`config.mk`:
```
export PLATFORM = sky130hd
export DESIGN_NAME = lcd_nibble_controller
export DESIGN_NICKNAME = d
export VERILOG_FILES = /design/src/rtl/lcd_nibble_controller.sv
export SDC_FILE = /design/constraint.sdc
export NUM_CORES = 1
export LEC_CHECK = 0
export ABC_AREA = 1
export BUFFER_PORTS_ARGS = -buffer_cell sky130_fd_sc_hd__buf_2
export CELL_PAD_IN_SITES_DETAIL_PLACEMENT = 0
export CELL_PAD_IN_SITES_GLOBAL_PLACEMENT = 1
export CORE_MARGIN = 2
export CORE_UTILIZATION = 40
export CTS_CLUSTER_DIAMETER = 30
export DETAILED_ROUTE_END_ITERATION = 6
export PLACE_DENSITY_LB_ADDON = 0.1
export SETUP_SLACK_MARGIN = 0.5
export SLEW_MARGIN = 40
export SYNTH_ARGS = -nofsm -noshare
export SYNTH_HDL_FRONTEND = slang
export SYNTH_SLANG_ARGS = --single-unit
```
`constraint.sdc`:
```
create_clock -name Clk -period 1.8 [get_ports Clk]
set_input_delay 0.18 -clock Clk [delete_from_list [all_inputs] [get_ports Clk]]
set_output_delay 0.18 -clock Clk [all_outputs]
set_load 0.02 [all_outputs]
```
`src/rtl/lcd_nibble_controller.sv`:
```
// rtl/lcd_nibble_controller.sv - 4-bit HD44780-style LCD sequencer.
// Runs the power-on init, then writes each accepted byte as two E-strobed nibbles.
module lcd_nibble_controller #(
    parameter int POWER_ON_CYCLES   = 750000,
    parameter int INIT_WAIT_CYCLES  = 250000,
    parameter int SETUP_CYCLES      = 4,
    parameter int E_HIGH_CYCLES     = 25,
    parameter int NIBBLE_GAP_CYCLES = 50,
    parameter int SHORT_WAIT_CYCLES = 2500,
    parameter int LONG_WAIT_CYCLES  = 82000
) (
    input  logic       Clk,
    input  logic       Reset,
    input  logic       In_Valid,
    input  logic       In_RS,
    input  logic [7:0] In_Data,
    output logic       In_Ready,
    output logic       Init_Done,
    output logic       LCD_RS,
    output logic       LCD_R_nW,
    output logic       LCD_E,
    output logic [3:0] LCD_D
);

    localparam int MAX_A = (POWER_ON_CYCLES > INIT_WAIT_CYCLES) ? POWER_ON_CYCLES : INIT_WAIT_CYCLES;
    localparam int MAX_B = (SETUP_CYCLES > E_HIGH_CYCLES) ? SETUP_CYCLES : E_HIGH_CYCLES;
    localparam int MAX_C = (NIBBLE_GAP_CYCLES > SHORT_WAIT_CYCLES) ? NIBBLE_GAP_CYCLES : SHORT_WAIT_CYCLES;
    localparam int MAX_D = (MAX_A > MAX_B) ? MAX_A : MAX_B;
    localparam int MAX_E = (MAX_C > LONG_WAIT_CYCLES) ? MAX_C : LONG_WAIT_CYCLES;
    localparam int MAX_P = (MAX_D > MAX_E) ? MAX_D : MAX_E;
    localparam int CW    = $clog2(MAX_P + 1);

    localparam logic [CW-1:0] POWER_LD = CW'(POWER_ON_CYCLES - 1);
    localparam logic [CW-1:0] INIT_LD  = CW'(INIT_WAIT_CYCLES - 1);
    localparam logic [CW-1:0] SETUP_LD = CW'(SETUP_CYCLES - 1);
    localparam logic [CW-1:0] EHIGH_LD = CW'(E_HIGH_CYCLES - 1);
    localparam logic [CW-1:0] GAP_LD   = CW'(NIBBLE_GAP_CYCLES - 1);
    localparam logic [CW-1:0] SHORT_LD = CW'(SHORT_WAIT_CYCLES - 1);
    localparam logic [CW-1:0] LONG_LD  = CW'(LONG_WAIT_CYCLES - 1);

    typedef enum logic [2:0] {
        S_POWER,
        S_IDLE,
        S_SETUP,
        S_EHIGH,
        S_GAP,
        S_EXEC
    } state_t;

    state_t          state_q, state_d;
    logic [CW-1:0]   cnt_q, cnt_d;
    logic [2:0]      step_q, step_d;
    logic [7:0]      byte_q, byte_d;
    logic            rs_q, rs_d;
    logic            single_q, single_d;
    logic            low_q, low_d;
    logic            init_done_q, init_done_d;
    logic            in_ready_q, in_ready_d;
    logic            lcd_e_q, lcd_e_d;
    logic            lcd_rs_q, lcd_rs_d;
    logic [3:0]      lcd_d_q, lcd_d_d;

    logic            launch;
    logic [2:0]      launch_step;
    logic [7:0]      launch_byte;
    logic [CW-1:0]   wait_ld;

    // Init steps 0-3 are single nibbles taken from the upper half of the byte.
    function automatic logic [7:0] init_byte(input logic [2:0] s);
        case (s)
            3'd0, 3'd1, 3'd2: init_byte = 8'h30;
            3'd3:             init_byte = 8'h20;
            3'd4:             init_byte = 8'h28;
            3'd5:             init_byte = 8'h0C;
            3'd6:             init_byte = 8'h01;
            default:          init_byte = 8'h06;
        endcase
    endfunction

    always_comb begin
        wait_ld = SHORT_LD;
        if (single_q) begin
            wait_ld = (step_q < 3'd3) ? INIT_LD : SHORT_LD;
        end else if (!rs_q && byte_q[7:2] == 6'd0 && byte_q[1:0] != 2'd0) begin
            wait_ld = LONG_LD;
        end
    end

    always_comb begin
        state_d     = state_q;
        cnt_d       = cnt_q;
        step_d      = step_q;
        byte_d      = byte_q;
        rs_d        = rs_q;
        single_d    = single_q;
        low_d       = low_q;
        init_done_d = init_done_q;
        lcd_rs_d    = lcd_rs_q;
        lcd_d_d     = lcd_d_q;
        launch      = 1'b0;
        launch_step = step_q;

        case (state_q)
            S_POWER: begin
                if (cnt_q == '0) begin
                    launch      = 1'b1;
                    launch_step = 3'd0;
                    step_d      = 3'd0;
                end else begin
                    cnt_d = cnt_q - CW'(1);
                end
            end
            S_IDLE: begin
                if (In_Valid && in_ready_q) begin
                    byte_d   = In_Data;
                    rs_d     = In_RS;
                    single_d = 1'b0;
                    low_d    = 1'b0;
                    lcd_rs_d = In_RS;
                    lcd_d_d  = In_Data[7:4];
                    state_d  = S_SETUP;
                    cnt_d    = SETUP_LD;
                end
            end
            S_SETUP: begin
                if (cnt_q == '0) begin
                    state_d = S_EHIGH;
                    cnt_d   = EHIGH_LD;
                end else begin
                    cnt_d = cnt_q - CW'(1);
                end
            end
            S_EHIGH: begin
                if (cnt_q == '0) begin
                    if (single_q || low_q) begin
                        state_d = S_EXEC;
                        cnt_d   = wait_ld;
                    end else begin
                        state_d = S_GAP;
                        cnt_d   = GAP_LD;
                    end
                end else begin
                    cnt_d = cnt_q - CW'(1);
                end
            end
            S_GAP: begin
                // High nibble stays on the pins through the gap, so D only moves with E long low.
                if (cnt_q == '0) begin
                    low_d   = 1'b1;
                    lcd_d_d = byte_q[3:0];
                    state_d = S_SETUP;
                    cnt_d   = SETUP_LD;
                end else begin
                    cnt_d = cnt_q - CW'(1);
                end
            end
            S_EXEC: begin
                if (cnt_q == '0) begin
                    if (init_done_q) begin
                        state_d = S_IDLE;
                    end else if (step_q == 3'd7) begin
                        init_done_d = 1'b1;
                        state_d     = S_IDLE;
                    end else begin
                        launch      = 1'b1;
                        launch_step = step_q + 3'd1;
                        step_d      = step_q + 3'd1;
                    end
                end else begin
                    cnt_d = cnt_q - CW'(1);
                end
            end
            default: begin
                state_d = S_POWER;
                cnt_d   = POWER_LD;
            end
        endcase

        launch_byte = init_byte(launch_step);
        if (launch) begin
            byte_d   = launch_byte;
            rs_d     = 1'b0;
            single_d = (launch_step < 3'd4);
            low_d    = 1'b0;
            lcd_rs_d = 1'b0;
            lcd_d_d  = launch_byte[7:4];
            state_d  = S_SETUP;
            cnt_d    = SETUP_LD;
        end

        lcd_e_d    = (state_d == S_EHIGH);
        in_ready_d = (state_d == S_IDLE) && init_done_d;
    end

    always_ff @(posedge Clk or posedge Reset) begin
        if (Reset) begin
            state_q     <= S_POWER;
            cnt_q       <= POWER_LD;
            step_q      <= '0;
            byte_q      <= '0;
            rs_q        <= 1'b0;
            single_q    <= 1'b0;
            low_q       <= 1'b0;
            init_done_q <= 1'b0;
            in_ready_q  <= 1'b0;
            lcd_e_q     <= 1'b0;
            lcd_rs_q    <= 1'b0;
            lcd_d_q     <= '0;
        end else begin
            state_q     <= state_d;
            cnt_q       <= cnt_d;
            step_q      <= step_d;
            byte_q      <= byte_d;
            rs_q        <= rs_d;
            single_q    <= single_d;
            low_q       <= low_d;
            init_done_q <= init_done_d;
            in_ready_q  <= in_ready_d;
            lcd_e_q     <= lcd_e_d;
            lcd_rs_q    <= lcd_rs_d;
            lcd_d_q     <= lcd_d_d;
        end
    end

    assign In_Ready  = in_ready_q;
    assign Init_Done = init_done_q;
    assign LCD_RS    = lcd_rs_q;
    assign LCD_R_nW  = 1'b0;
    assign LCD_E     = lcd_e_q;
    assign LCD_D     = lcd_d_q;

endmodule

```
==> impl_metrics.yaml, run 1 <==
synth:
  yosys.cell_types.count: 41
  seq_area_frac_synth_pct: 36.2
  syn_inst: 426
  syn_nets: 440
  ys_warn_count: 0
  synth_seq_cells: 44
  syn_area_per_cell_um2: 7.25
  synth_area_um2: 3090
timing:
  fmax_ghz: 0.539
  rsz0062_at_grt: "true"
  relSlewSlack_pct: 66.0
  finalHoldViolCount: 0
  slew_viol_final: 0
  fin_skew_ns: 0.0114
  min_period_ns: 1.86
  finalCritPeriodShare_pct: 103
  tightest_slew_ns: 0.509
  setup_viol: 13
  setup_ws_ns: -0.0560
route:
  totalWireLength_um: 9830
  first_iter_violations: 134
  drt.antenna.violating_nets: 0
  wire_per_inst_um: 15.0
  vias_per_cell: 4.84
  vias: 3168
  drc_errors: 0
  dr.pass1.iters: 4
place:
  dp_slack_ns: -0.0983
  hpwl_um: 7270
  port_buffers: 19
  place_congestion: 0.898
die:
  die_w_um: 91.9
  start_util_pct: 40.6
  io-pin-count: 21
  design.core.area_um2: 7610
  die_area_um2: 8450
  die_h_um: 91.9
  rows: 32
worst_setup_path:
  reg2reg_from: "cnt_q[0]$_DFFE_PP1P_"
  crit_chain: "inv_2, ha_4, nand2_4, nor2_8, nand2_4, nor2_8, nand3_4, nand2_4, buf_6, buf_6, buf_6, buf_6, o21ai_2"
  path_common_cell: "buf_6"
  startpoint: "cnt_q[0]$_DFFE_PP1P_"
  crit_path_max_fanout: 4
  cp_slowest_cell: "dfstp_2"
  critical_path_required_ns: 2.04
  cpPeakStageDelay_ns: 0.55
  start_kind: "register"
  cp_data_arrival_time_ns: 2.10
  path_class: "reg2reg"
  cp-end-kind: "register"
clock_network:
  cts_tree: "yes"
  cts_sinks: 44
  cts.htree.levels: 2
  root_buffer: "clkbuf_8"
  clk_pin_slew_worst_paths_ns: 0.10
  clk_latency_ns: 0.31
  cts_made_buffers: 5
  clk_path_buf_depth: 2
status:
  status: "complete, but fails checks"
  violations: "negative setup slack"
grt:
  grt_pass1_wl_um: 15900
  grt_use_total_pct: 23.8
  grt_max_degree: 26
  first_global_vias: 3219
  grt_antenna_before_repair: 0
  grt_overflow: 0
power_and_ir_drop:
  vdd_ir_drop_max_uv: 334
  power_density_nw_per_um2: 386
  p_leak_nw: 2.27
flow_run:
  maxCapViolCount: 0
final_layout:
  antenna-diode-count: 0
  synthToLayoutAreaGrowth_pct: 54.8
  drive_gt1_share_pct: 53.4
  num-nets-final: 565
  final_core_util_pct: 62.9
worst_hold_path:
  min_path_type: "in2reg"
  min-delay-start: "In_RS"
synth_stat cells (all sizes together):
cell type  instances  area [um2]
nand4              6        43.8
dfstp             13         342
xor2              14         123
nand2            111         459
nor4               1        6.26
o22ai              1        6.26
nand3             35         215
nor2              67         374
or2                2        12.5
inv               67         257
dfrtp             31         776
a22oi              4        30.0
a31oi              6        37.5
o211ai             1        7.51
clkinv             1        3.75
ha                 2        25.0
a21oi             14        73.8
a22o               1        8.76
conb               1        3.75
and2               1        6.26
buf                6        50.0
o21ai             36         195
nor3               5        35.0
power by group:
part           total (mW)  internal, mW  switching [mW]
logic              0.0473        0.0170          0.0303
registers           0.989         0.989               0
clock network       0.811         0.419           0.392
total                1.85          1.43           0.423
critical path, delay by kind of cell, from the launching register on:
kind            cells  cell delay (ns)
fa+ha+maj           1             0.17
compound gates      1             0.12
buf+inv             5             0.49
flops               1             0.55
simple gates        6             0.46
sequential cells by signal, indices dropped and copies added (netlist names):
name       cells
low_q          1
LCD_E          1
LCD_D          4
step_q         3
byte_q         8
single_q       1
LCD_RS         1
Init_Done      1
state_q        3
In_Ready       1
cnt_q         20
final cells by class:
type                            instances  area, um2
Fill cell                             689       2820
Multi-Input combinational cell        308       2130
Sequential cell                        44       1120
Timing Repair Buffer                  124       1020
Inverter                               68        268
Tap cell                              102        128
Clock buffer                            5       68.8
Clock inverter                          3       46.3
path summary, 6_finish.rpt:
path                                         endpoint  slack [ns]  cells after the start
worst min register to register      low_q$_DFFE_PP0P_        0.48                      2
worst max register to register  byte_q[6]$_DFFE_PP0P_       -0.06                     13
min in group asynchronous        state_q[2]$_DFF_PP0_        0.44                      3
max in group asynchronous        cnt_q[1]$_DFFE_PP1P_        0.78                      4
worst min-delay path               LCD_RS$_DFFE_PP0P_        0.08                      3
worst max-delay path            byte_q[6]$_DFFE_PP0P_       -0.06                     13
timing repair:
| item | in CTS | in global routing |
|---|---|---|
| endpoints found under the hold margin | 10 | 0 |
| pin swaps | 21 | 41 |
| hold buffers | 1 | 0 |
| setup buffers | 10 | 15 |
| resized for setup | 61 | 76 |
| endpoints found under the setup margin | 44 | 44 |
| gates cloned | 0 | 1 |
routing by layer:
metal | routed length (um) | GRT usage, % | part of all wire [%]
met5 | 0 | 0 | 0
met4 | 197 | 7.46 | 2.0
met3 | 216 | 2.63 | 2.2
met2 | 5230 | 42.6 | 53
met1 | 4180 | 30.1 | 43
cells in the final DEF, fill, tap and decap left out, types with 15 or more instances in the layout:
master,n
buf_2,19
buf_4,78
buf_6,22
dfrtp_1,31
inv_1,41
inv_2,22
nand2_1,72
nand2_2,28
nand3_1,23
nor2_1,24
nor2_2,17
nor2_4,22
o21ai_1,15
metrics by stage:
stage	cell area (um2)	hold WS (ns)	setup TNS [ns]	std cells	power (mW)
2_1_floorplan	3190	0.301	0	426	1.03
3_3_place_gp	3980	0.243	-0.430	619	1.05
3_5_place_dp	3980	0.252	-0.747	619	1.06
4_1_cts	4380	0.0696	-0.298	638	1.87
5_1_grt	4780	0.0911	-2.82	654	1.93
6_report	4780	0.0753	-0.319	654	1.85
cell families (layout without fill, tap and decap cells):
kind of cell | after synthesis | in the layout | synth area share [%]
simple gates | 228 | 228 | 37.3
xor+xnor | 14 | 14 | 3.97
other cells | 1 | 1 | 0.121
fa+ha+maj | 2 | 2 | 0.810
compound gates | 63 | 63 | 11.6
buf+inv | 74 | 200 | 10.0
flops | 44 | 44 | 36.2
Note: power is estimated with default switching activity, not from simulation.
==> inputs of run 2 (changes only) <==
CORE_UTILIZATION = 30   (was 40)
==> run 2 against run 1 <==
Net effect: the run still ends with negative setup slack left; worst setup slack worse by 0.024 ns; die area up 32%; worst hold slack better by 0.0024 ns; maximum frequency down 1.3%; highest routed layer unchanged; sequential power about the same; first-iteration DRC count down 28%; non-clock buffer count down 9; routed wire length down 0.40%; utilization down 18 points; clock skew about the same; cell count up 3.8%.
==> impl_metrics.yaml, run 2 (synthesis gave the netlist of run 1 again) <==
final_layout:
  final_common_cell: "buf_4"
  drive_gt1_share_pct: 47.3
  final_cell_mix: "83 x buf_4, 75 x nand2_1, 46 x inv_1"
  num-nets-final: 556
  n_fill_cell: 1058
  largest_register_ffs: 20
  largest_register: "cnt_q"
  final_core_util_pct: 44.7
  synthToLayoutAreaGrowth_pct: 46.7
  antenna-diode-count: 0
  stdcell_count: 679
power_and_ir_drop:
  swShare_pct: 26.7
  seqPwrFrac_pct: 56.1
  p_comb_share_pct: 2.8
  p_int_mw: 1.29
  power_frac_clock_pct: 41.1
  p_leak_nw: 2.17
  p_switching_uw: 471
  power_density_nw_per_um2: 389
  vdd_ir_drop_max_uv: 270
die:
  start_util_pct: 30.5
  io-pin-count: 21
  die_area_um2: 11100
  rows: 37
  die_h_um: 105
  design.core.area_um2: 10100
  die_w_um: 105
clock_network:
  root_buffer: "clkbuf_8"
  clk_path_buf_depth: 2
  cts_tree: "yes"
  cts.htree.levels: 2
  cts_sinks: 44
  clk_pin_slew_worst_paths_ns: 0.11
  clk_latency_ns: 0.32
  cts_made_buffers: 5
worst_setup_path:
  worstRegToRegCells: 10
  start_kind: "register"
  cp-end-kind: "register"
  regToRegSetupSlack_ns: -0.08
  path_class: "reg2reg"
  crit_path_max_fanout: 8
  critical_path_required_ns: 2.06
  cp_data_arrival_time_ns: 2.14
worst_hold_path:
  min_path_type: "in2reg"
  hold_depth: 3
grt:
  grt_antenna_before_repair: 0
  grt_pass1_wl_um: 16200
  grt_overflow: 0
  grt_max_degree: 27
  first_global_vias: 3200
  grt_use_total_pct: 18.6
place:
  port_buffers: 19
  place_congestion: 0.864
  dp.cells: 661
  hpwl_um: 7770
route:
  vias: 3073
  first_iter_violations: 97
  drc_errors: 0
  totalWireLength_um: 9790
  dr.pass1.iters: 4
  vias_per_cell: 4.53
  drt.antenna.violating_nets: 0
  wire_per_inst_um: 14.4
timing:
  setup_ws_ns: -0.0804
  min_period_ns: 1.88
  finalHoldViolCount: 0
  fmax_ghz: 0.532
  rsz0062_at_grt: "true"
  setup_viol: 28
  finalCritPeriodShare_pct: 104
  slew_viol_final: 0
  fin_skew_ns: 0.0112
flow_run:
  maxCapViolCount: 0
status:
  status: "complete, but fails checks"
  violations: "negative setup slack"
## run 2: changes by cell type in the layout (fill, tap and decap cells not counted), moves of 4 or more
cell / change
a21oi_2: -4
inv_2: -4
nor2_1: +12
buf_4: +5
inv_1: +5
a21oi_1: +4
nor2_4: -9
buf_6: -14
## run 2: repair_timing
action / in CTS / in global routing
endpoints found under the setup margin: 44 / 44
hold endpoints to repair: 9 / 0
resized for setup: 43 / 35
pin swaps: 14 / 23
hold buffers: 1 / 0
gates cloned: 0 / 0
buffers inserted: 7 / 2
## run 2: critical path, stage by stage (launching register included)
cell and delay, ns:
dfstp_2 0.39, inv_2 0.07, ha_4 0.16, nand2_4 0.07
nor2_8 0.16, nand3_4 0.19, o21ai_4 0.24, nand2_4 0.16
inv_6 0.12, buf_12 0.13, a22o_1 0.13
## run 2: stage by stage
step | instance area [um2] | total power, mW | hold WS (ns) | setup TNS [ns] | setup slack [ns]
2_1_floorplan | 3190 | 1.03 | 0.301 | 0 | 0.0486
3_3_place_gp | 4100 | 1.06 | 0.231 | -1.77 | -0.137
3_5_place_dp | 4100 | 1.06 | 0.239 | -2.05 | -0.156
4_1_cts | 4400 | 1.79 | 0.0744 | -1.35 | -0.0914
5_1_grt | 4530 | 1.83 | 0.110 | -4.18 | -0.167
6_report | 4530 | 1.76 | 0.0777 | -0.901 | -0.0804
## run 2: per-layer routing
metal  GRT usage, %  share of wire, %  vias to the layer above
li1               -                 -                     1582
met1           23.1                45                     1442
met2           33.9                52                       35
met3           2.10               1.7                       14
met4           4.98               1.6                        0
met5              0                 0                        -
## run 2: cell type report
type / count / area (um2) / share of cell area (%)
well taps: 136 / 170 / 3.75
multi-input cells: 308 / 1990 / 43.9
inverters: 68 / 265 / 5.85
clock inverters: 3 / 25.0 / 0.552
repair buffers: 115 / 898 / 19.8
clock buffers: 5 / 68.8 / 1.52
flip-flops and latches: 44 / 1120 / 24.6
## run 2: final timing paths
kind / to / start
setup / recovery: cnt_q[5]$_DFFE_PP1P_ / cnt_q[0]$_DFFE_PP1P_
hold / removal: LCD_RS$_DFFE_PP0P_ / In_RS
setup reg to reg: cnt_q[5]$_DFFE_PP1P_ / cnt_q[0]$_DFFE_PP1P_
hold reg to reg: byte_q[7]$_DFFE_PP0P_ / byte_q[7]$_DFFE_PP0P_
max in group asynchronous: cnt_q[1]$_DFFE_PP1P_ / Reset
min in group asynchronous: cnt_q[15]$_DFFE_PP0P_ / Reset
## run 2: power by group through the flow
stage / Combinational (mW) / Clock [mW] / Sequential, mW
global placement: 0.0488 / 0 / 1.01
global route: 0.0567 / 0.785 / 0.990
detailed placement: 0.0496 / 0 / 1.01
CTS: 0.0514 / 0.746 / 0.990
finish: 0.0491 / 0.724 / 0.990
floorplan: 0.0228 / 0 / 1.01
